## src/rtl/alu_sequencer.sv

```systemverilog
// alu_sequencer
// -------------
// Small instruction sequencer that owns a 4-entry register file and drives an
// external combinational ALU. Each instruction takes three states:
//   IDLE (accept) -> EXEC (operands out, result back same cycle) -> DONE (hold result)
// A direct register load is accepted only in IDLE and wins over an instruction
// offered in the same cycle.
//
// Optional feature: define SEQ_FLAGS_EN to get registered zero/carry flags that
// update at every EXEC writeback. Without it both flags are tied to 0.
//
// Ports:
//   clk, rst_n             clock (rising edge) and asynchronous active-low reset
//   instr_valid/ready      instruction handshake; instr = {op[8:6], rd[5:4], rs1[3:2], rs2[1:0]}
//   ld_valid/addr/data     direct register-file write (IDLE only)
//   alu_a/alu_b/alu_sel    operands and opcode to the external ALU (0 outside EXEC)
//   alu_out/alu_carry      result returned by the external ALU in the same cycle
//   res_valid/ready        result handshake; res_data/res_carry held while in DONE
//   busy                   high whenever the FSM is not in IDLE
//   zero_flag/carry_flag   status of the last writeback (SEQ_FLAGS_EN only)
module alu_sequencer #(
    parameter int WIDTH = 8
) (
    input  logic             clk,
    input  logic             rst_n,
    input  logic             instr_valid,
    output logic             instr_ready,
    input  logic [8:0]       instr,
    input  logic             ld_valid,
    input  logic [1:0]       ld_addr,
    input  logic [WIDTH-1:0] ld_data,
    output logic [WIDTH-1:0] alu_a,
    output logic [WIDTH-1:0] alu_b,
    output logic [2:0]       alu_sel,
    input  logic [WIDTH-1:0] alu_out,
    input  logic             alu_carry,
    output logic             res_valid,
    input  logic             res_ready,
    output logic [WIDTH-1:0] res_data,
    output logic             res_carry,
    output logic             busy,
    output logic             zero_flag,
    output logic             carry_flag
);

    typedef enum logic [1:0] {
        IDLE = 2'b00,
        EXEC = 2'b01,
        DONE = 2'b10
    } state_t;

    state_t           state_q;
    state_t           state_d;
    logic [WIDTH-1:0] regs [4];
    logic [2:0]       op_q;
    logic [1:0]       rd_q;
    logic [1:0]       rs1_q;
    logic [1:0]       rs2_q;
    logic [WIDTH-1:0] res_data_q;
    logic             res_carry_q;
    logic             instr_accept;

    // A pending load blocks instruction acceptance so the two never collide
    // on the register file in the same edge.
    assign instr_ready  = (state_q == IDLE) && !ld_valid;
    assign instr_accept = instr_ready && instr_valid;
    assign busy         = (state_q != IDLE);
    assign res_valid    = (state_q == DONE);
    assign res_data     = res_data_q;
    assign res_carry    = res_carry_q;

    // State register.
    always_ff @(posedge clk or negedge rst_n) begin
        if (!rst_n) begin
            state_q <= IDLE;
        end else begin
            state_q <= state_d;
        end
    end

    // Next-state logic: a fixed IDLE -> EXEC -> DONE -> IDLE ring; the spare
    // encoding falls back to IDLE.
    always_comb begin
        state_d = state_q;
        case (state_q)
            IDLE:    if (instr_accept) state_d = EXEC;
            EXEC:    state_d = DONE;
            DONE:    if (res_ready) state_d = IDLE;
            default: state_d = IDLE;
        endcase
    end

    // ALU drive. The register file cannot change during EXEC (loads are IDLE
    // only, writeback lands on the EXEC->DONE edge), so a combinational read
    // gives the operand values as of the start of EXEC, even when rd aliases
    // rs1 or rs2.
    always_comb begin
        alu_a   = '0;
        alu_b   = '0;
        alu_sel = 3'b000;
        if (state_q == EXEC) begin
            alu_a   = regs[rs1_q];
            alu_b   = regs[rs2_q];
            alu_sel = op_q;
        end
    end

    // Register file, latched instruction fields and result holding register.
    // Reset clears everything, which also discards any in-flight operation.
    always_ff @(posedge clk or negedge rst_n) begin
        if (!rst_n) begin
            for (int i = 0; i < 4; i++) begin
                regs[i] <= '0;
            end
            op_q        <= '0;
            rd_q        <= '0;
            rs1_q       <= '0;
            rs2_q       <= '0;
            res_data_q  <= '0;
            res_carry_q <= 1'b0;
        end else begin
            if (state_q == IDLE && ld_valid) begin
                regs[ld_addr] <= ld_data;
            end
            if (instr_accept) begin
                op_q  <= instr[8:6];
                rd_q  <= instr[5:4];
                rs1_q <= instr[3:2];
                rs2_q <= instr[1:0];
            end
            if (state_q == EXEC) begin
                regs[rd_q]  <= alu_out;
                res_data_q  <= alu_out;
                res_carry_q <= alu_carry;
            end
        end
    end

`ifdef SEQ_FLAGS_EN
    logic zero_q;
    logic carry_q;

    // Status flags follow the last writeback and hold between instructions.
    always_ff @(posedge clk or negedge rst_n) begin
        if (!rst_n) begin
            zero_q  <= 1'b0;
            carry_q <= 1'b0;
        end else if (state_q == EXEC) begin
            zero_q  <= (alu_out == '0);
            carry_q <= alu_carry;
        end
    end

    assign zero_flag  = zero_q;
    assign carry_flag = carry_q;
`else
    assign zero_flag  = 1'b0;
    assign carry_flag = 1'b0;
`endif

endmodule

```

## config.mk

```make
export PLATFORM = sky130hd
export DESIGN_NAME = alu_sequencer
export DESIGN_NICKNAME = d
export VERILOG_FILES = /design/src/rtl/alu_sequencer.sv
export SDC_FILE = /design/constraint.sdc
export NUM_CORES = 1
export LEC_CHECK = 0
export ABC_AREA = 1
export CORE_UTILIZATION = 55
export CTS_CLUSTER_SIZE = 30
export DETAILED_ROUTE_END_ITERATION = 6
export GPL_ROUTABILITY_DRIVEN = 0
export PLACE_DENSITY = 0.85
export SYNTH_ARGS = -nofsm -noshare
export SYNTH_HDL_FRONTEND = slang
export SYNTH_SLANG_ARGS = --single-unit
```

## constraint.sdc

```tcl
create_clock -name clk -period 3.6 [get_ports clk]
set_input_delay 0.36 -clock clk [delete_from_list [all_inputs] [get_ports clk]]
set_output_delay 0.36 -clock clk [all_outputs]
set_load 0.05 [all_outputs]
```

==> summary.md, run 1 <==
| Metric | Value |
|---|---|
| TritonCTS Buffers | `5` |
| Crit-path max FO | `29` |
| Most frequent cells after synthesis | `184 x nand2_1, 55 x inv_1, 52 x dfrtp_1` |
| Ports | `66` |
| RSZ-0062 raised after global routing | `no` |
| Final Skew | `0.00994 ns` |
| Die ar. | `6070 µm²` |
| Largest net degree at the start of global routing | `53` |
| Number of diodes | `0` |
| GR peak layer | `met2` |
| Die width | `77.9 µm` |
| First-pass detailed-route iteration total | `5` |
| Met1 Usage GRT | `0.407` |
| Clk sinks | `52` |
| Antenna violations before repair | `0` |
| Routed vias | `3291` |
| Reg clk slew, reported paths | `0.10 ns` |
| Final Net Count | `534` |
| Crit path kind | `flip-flop to primary output` |
| Post-Synthesis Cell Area | `3170 µm²` |
| Sw frac | `0.463` |
| CP endpoint kind | `primary output` |
| DR DRC count | `0` |
| Port buffer count | `63` |
| P_sw | `1.14 mW` |
| Clk pwr share | `0.140` |
| Yosys cell types | `23` |
| Synthesized flop and latch total | `52` |
| Clk buf depth | `2` |
| Maximum vdd drop | `0.364 mV` |
| Worst Setup Start Kind | `flip-flop` |
| WHS | `0.137 ns` |
| Main flop type after synthesis | `dfrtp_1` |
| Ratio of cells with drive above 1 in the final layout | `0.0518` |
| Async SR Flop Fraction | `1.00` |
| Cts repair resizes | `0` |
| Critical path arrival | `2.75 ns` |
| Outcome | `complete, no violations` |
| Final period utilization | `0.864` |
| Drt total wl | `9.20 mm` |
| P&R area growth vs syn | `22.7%` |
| Share of the synthesized area in the top cell type | `0.410` |
| Post-DP HPWL | `6.56 mm` |
| Most common cell in the netlist | `nand2_1` |
| Number of global-route vias before repair | `3083` |
| Final setup viols | `0` |
| Worst Tran Pin Value | `0.955 ns` |
| TritonCTS clock tree | `done` |
| Synth Warn # | `0` |
| WL/cell | `16.0 µm` |
| GRT overflow | `0` |
| Root Buffer | `clkbuf_8` |
| EDFF count, synth | `0` |
| Core ar. | `5540 µm²` |
| Initial detailed-routing violation count | `315` |
| Post-synthesis sequential area ratio | `0.410` |
| Area contributors post-synth | `dfrtp_1 41%, nand2_1 22%, o211ai_1 7.6%` |
| Lkg Pwr | `1.91 nW` |
| Drt via density | `5.73` |
| Max-slew violations | `0` |
| Relative slew slack | `0.363` |
| Met2 Usage GRT | `0.504` |
| Sequential Power Share | `0.408` |
| Worst skew pair latency | `0.31 ns` |
| Gate Count Post-Synth | `450` |
| Initial core utilization | `0.572` |
| Maximum clock frequency | `0.322 GHz` |
| Post-CTS Setup Bufs | `0` |
| Hold/Removal Path Class | `input pin to asynchronous set/reset pin` |
| Row count | `27` |
| Hold_buf cts | `0` |
| First-pass GRT wire length | `14.7 mm` |
| Final hold viol count | `0` |
| Total GRT Usage | `0.321` |
| Met3 usage | `0.0812` |
| Synthesized area per cell | `7.05 µm²` |
| # Max-Cap Violations | `0` |
| Logic pwr share | `0.452` |
| PwrDens | `631 nW/µm²` |
| Int Pwr | `1.32 mW` |
| Die Y | `77.9 µm` |
| Final ANT Viol Nets | `0` |
| Post-synth top area cell | `dfrtp_1` |
| Post-layout min period | `3.11 ns` |
| Htree depth | `2` |
| CP required | `3.24 ns` |
| Fin Setup TNS | `0 ns` |
| Final Util | `0.702` |
-- stage by stage --
step	power, mW	std cells	setup WS [ns]	instance area, µm²
floorplan	1.74	451	1.50	3180
global placement	2.06	566	0.971	3800
detailed placement	2.09	566	0.856	3800
CTS	2.44	574	0.499	3890
global route	2.61	574	0.326	3890
finish	2.45	574	0.491	3890
-- flip-flops by register name (all words and copies together), names as in the netlist --
| register | flops |
|---|---|
| res_data | 8 |
| op_q | 3 |
| rs2_q | 2 |
| rs1_q | 2 |
| res_carry | 1 |
| state_q | 2 |
| rd_q | 2 |
| regs | 32 |
-- critical path, cell delays in order, from the launching register on --
cell and delay, ns:
dfrtp_1 0.46, nor2_4 0.35, inv_1 0.47, a21oi_1 0.29
clkdlybuf4s50_1 0.85
-- worst paths after layout --
path / start / to / slack, ns / cells after the start
min in group clk: res_carry / res_carry / 0.48 / 2
hold / removal: rst_n / regs[25] / 0.14 / 2
max in group asynchronous: rst_n / regs[21] / 3.00 / 2
setup reg to reg: state_q[1] / regs[5] / 1.87 / 5
hold reg to reg: res_carry / res_carry / 0.48 / 2
setup / recovery: state_q[1] / alu_b[2] / 0.49 / 4
-- layer usage --
layer,share of wire,up-vias
met1,0.39,1453
met3,0.12,37
met5,0,-
met4,0.035,0
li1,-,1558
met2,0.45,243
-- power groups by stage --
stage          sequential, mW  clock (mW)  combinational, mW
2_1_floorplan            1.02           0              0.714
3_3_place_gp            0.991           0               1.06
3_5_place_dp             1.00           0               1.09
4_1_cts                 0.991       0.349               1.10
5_1_grt                  1.03       0.366               1.22
6_report                 1.00       0.344               1.11
-- cells by family after synthesis --
kind of cell    after synthesis  synth area share
flops                        52             0.410
other cells                   1           0.00118
simple gates                266             0.379
compound gates               49             0.103
buf+inv                      82             0.107
-- area by class of cell --
cell class | instances | area, µm²
Clock inverter | 3 | 23.8
Tap cell | 72 | 90.1
Timing Repair Buffer | 66 | 648
Sequential cell | 52 | 1300
Fill cell | 481 | 1650
Clock buffer | 5 | 68.8
Inverter | 59 | 223
Multi-Input combinational cell | 317 | 1540
-- placed cells by master, fill, tap and decap left out, drive strengths merged --
cell / instances
nand2: 185
clkdlybuf4s50: 62
inv: 57
dfrtp: 52
nand3: 40
nand4: 32
o211ai: 32
a21oi: 16
nor2: 9
clkbuf: 5
buf: 4
clkinv: 3
conb: 2
clkinvlp: 2
o21ai: 1
Note: power is estimated with default switching activity, not from simulation.
==> run 2, diff against run 1 <==
Settings changed: CTS_CLUSTER_DIAMETER set to 200.
==> results of run 2 <==
The final DEF is identical to that of run 1; final timing and power are the same.
==> run 3, diff against run 2 <==
Settings changed: CORE_UTILIZATION 55 to 50, PLACE_DENSITY 0.85 to 0.78.
==> summary.md, run 3 (synthesized netlist as in run 1, its figures left out) <==
| Metric | Value |
|---|---|
| Relative slew slack | `0.371 (+0.00814)` |
| Worst Tran Pin Value | `0.943 ns (-0.0122 ns)` |
| Cts repair resizes | `0 (unchanged)` |
| Port buffer count | `63 (unchanged)` |
| Post-layout min period | `3.10 ns (-0.00917 ns)` |
| Post-DP HPWL | `6.56 mm (about the same)` |
| Crit-path max FO | `29 (unchanged)` |
| Worst skew pair latency | `0.31 ns (about the same)` |
| Initial core utilization | `0.526 (-0.0461)` |
| # Max-Cap Violations | `0 (unchanged)` |
| Max reg flops | `32 (unchanged)` |
| Final hold viol count | `0 (unchanged)` |
| Reg clk slew, reported paths | `0.09 ns (about the same)` |
| Drt total wl | `9.02 mm (-2.0%)` |
| TritonCTS Buffers | `5 (unchanged)` |
| Total GRT Usage | `0.295 (-0.0262)` |
| RSZ-0062 raised after global routing | `no` |
| Outcome | `complete, no violations` |
| CP max stage delay | `0.85 ns (about the same)` |
| Crit path buf inv count | `2 (unchanged)` |
| Hold/Removal Path Class | `input pin to asynchronous set/reset pin` |
| First-pass detailed-route iteration total | `5 (unchanged)` |
| Maximum vdd drop | `0.436 mV (+20%)` |
| Fill cells | `542 (+13%)` |
| Lkg Pwr | `1.93 nW (+1.1%)` |
| Final setup viols | `0 (unchanged)` |
| Number of global-route vias before repair | `2872 (-6.8%)` |
| CP endpoint kind | `primary output` |
| Initial detailed-routing violation count | `343 (+8.9%)` |
| Routed vias | `3232 (-1.8%)` |
| Commonest non-fill, non-tap cell in the layout | `nand2_1` |
| Root Buffer | `clkbuf_8` |
| Final instance area | `3920 µm² (+0.84%)` |
| Htree depth | `2 (unchanged)` |
| First-pass GRT wire length | `14.5 mm (-1.4%)` |
| Hold_buf cts | `0 (unchanged)` |
| Ratio of cells with drive above 1 in the final layout | `0.0518 (unchanged)` |
| Final Net Count | `534 (unchanged)` |
| Core ar. | `6030 µm² (+8.8%)` |
| Final Util | `0.651 (-0.0512)` |
| PwrDens | `647 nW/µm² (+2.6%)` |
| DR DRC count | `0 (unchanged)` |
| Cell family with most CP delay | `buffers and inverters` |
| Critical path arrival | `2.74 ns (about the same)` |
| Sequential Area | `1300 µm² (unchanged)` |
| Die ar. | `6670 µm² (+9.7%)` |
| Antenna violations before repair | `0 (unchanged)` |
| Die width | `81.6 µm (+4.8%)` |
| Die Y | `81.6 µm (+4.8%)` |
| Largest register by flop count | `regs` |
| CP max stage cell | `clkdlybuf4s50_1` |
| TritonCTS clock tree | `done` |
| Final Skew | `0.00967 ns (-0.000269 ns)` |
| Largest net degree at the start of global routing | `53 (unchanged)` |
| WHS | `0.139 ns (+0.00192 ns)` |
| Drt via density | `5.60 (-2.3%)` |
| P&R area growth vs syn | `23.7%` |
| Number of diodes | `0 (unchanged)` |
| Clk buf depth | `2 (unchanged)` |
| CP required | `3.24 ns (about the same)` |
| Final period utilization | `0.861 (-0.00255)` |
| Maximum clock frequency | `0.323 GHz (+0.30%)` |
| GRT overflow | `0 (unchanged)` |
| Most frequent cells in the layout | `184 x nand2_1, 62 x clkdlybuf4s50_1, 55 x inv_1, 52 x dfrtp_1, 36 x nand3_1` |
| Multi-input combinational cell area | `1540 µm² (unchanged)` |
| Fin Setup TNS | `0 ns (unchanged)` |
| Post-DP Area | `3800 µm² (about the same)` |
| Crit path kind | `flip-flop to primary output` |
| WL/cell | `15.6 µm (-2.5%)` |
| Ports | `66 (unchanged)` |
| Final ANT Viol Nets | `0 (unchanged)` |
| Max-slew violations | `0 (unchanged)` |
| Post-CTS Setup Bufs | `0 (unchanged)` |
| Clk sinks | `52 (unchanged)` |
| Worst path cell trace | `nor2_4, inv_1, a21oi_1, clkdlybuf4s50_1` |
| Worst Setup Start Kind | `flip-flop` |
| Row count | `28 (+3.7%)` |
## run 3: changes by cell type in the layout (fill, tap and decap cells not counted), sizes merged
cell,change
bufinv,+1
clkbuf,+1
clkinvlp,-2
## run 3: routing by layer
metal,GRT usage,share of wire
met4,0.0860,0.021
met2,0.468,0.46
met1,0.411,0.44
met3,0.0511,0.073
met5,0,0
## run 3: worst paths after layout
| path | start | slack, ns | cells past startpoint | end |
|---|---|---|---|---|
| worst max-delay path | state_q[1] | 0.50 | 4 | alu_a[4] |
| worst min-delay path | rst_n | 0.14 | 2 | res_data[0] |
| worst max register to register | state_q[0] | 1.85 | 4 | state_q[1] |
| worst min register to register | res_data[0] | 0.48 | 2 | res_data[0] |
| max in group asynchronous | rst_n | 3.01 | 2 | regs[17] |
| min in group clk | res_data[0] | 0.48 | 2 | res_data[0] |
## run 3: area by class of cell
cell class                 instances  area share
timing repair buffer              66       0.165
inverter                          59      0.0568
sequential                        52       0.332
clock inverter                     2     0.00989
clock buffer                       6      0.0210
multi-input combinational        317       0.392
tap                               75      0.0239
## run 3: metrics by stage
stage	setup slack (ns)	power (mW)	instances
finish	0.500	2.54	577
floorplan	1.50	1.74	451
global route	0.319	2.70	577
global placement	0.989	2.07	569
CTS	0.477	2.53	577
detailed placement	0.827	2.10	569
## run 3: worst register-to-register path: cells and delay by family (launching register included)
kind	cells	cell delay [ns]
flip-flops	1	0.41
AND/OR/NAND/NOR	1	0.10
AO/OA/AOI/OAI	1	0.29
buffers and inverters	2	0.76
## run 3: power breakdown
group          switching (mW)  internal (mW)  leakage, nW
clock                   0.193          0.227       0.0614
combinational           0.746          0.381         1.26
sequential              0.193          0.798        0.614
total                    1.13           1.41         1.93
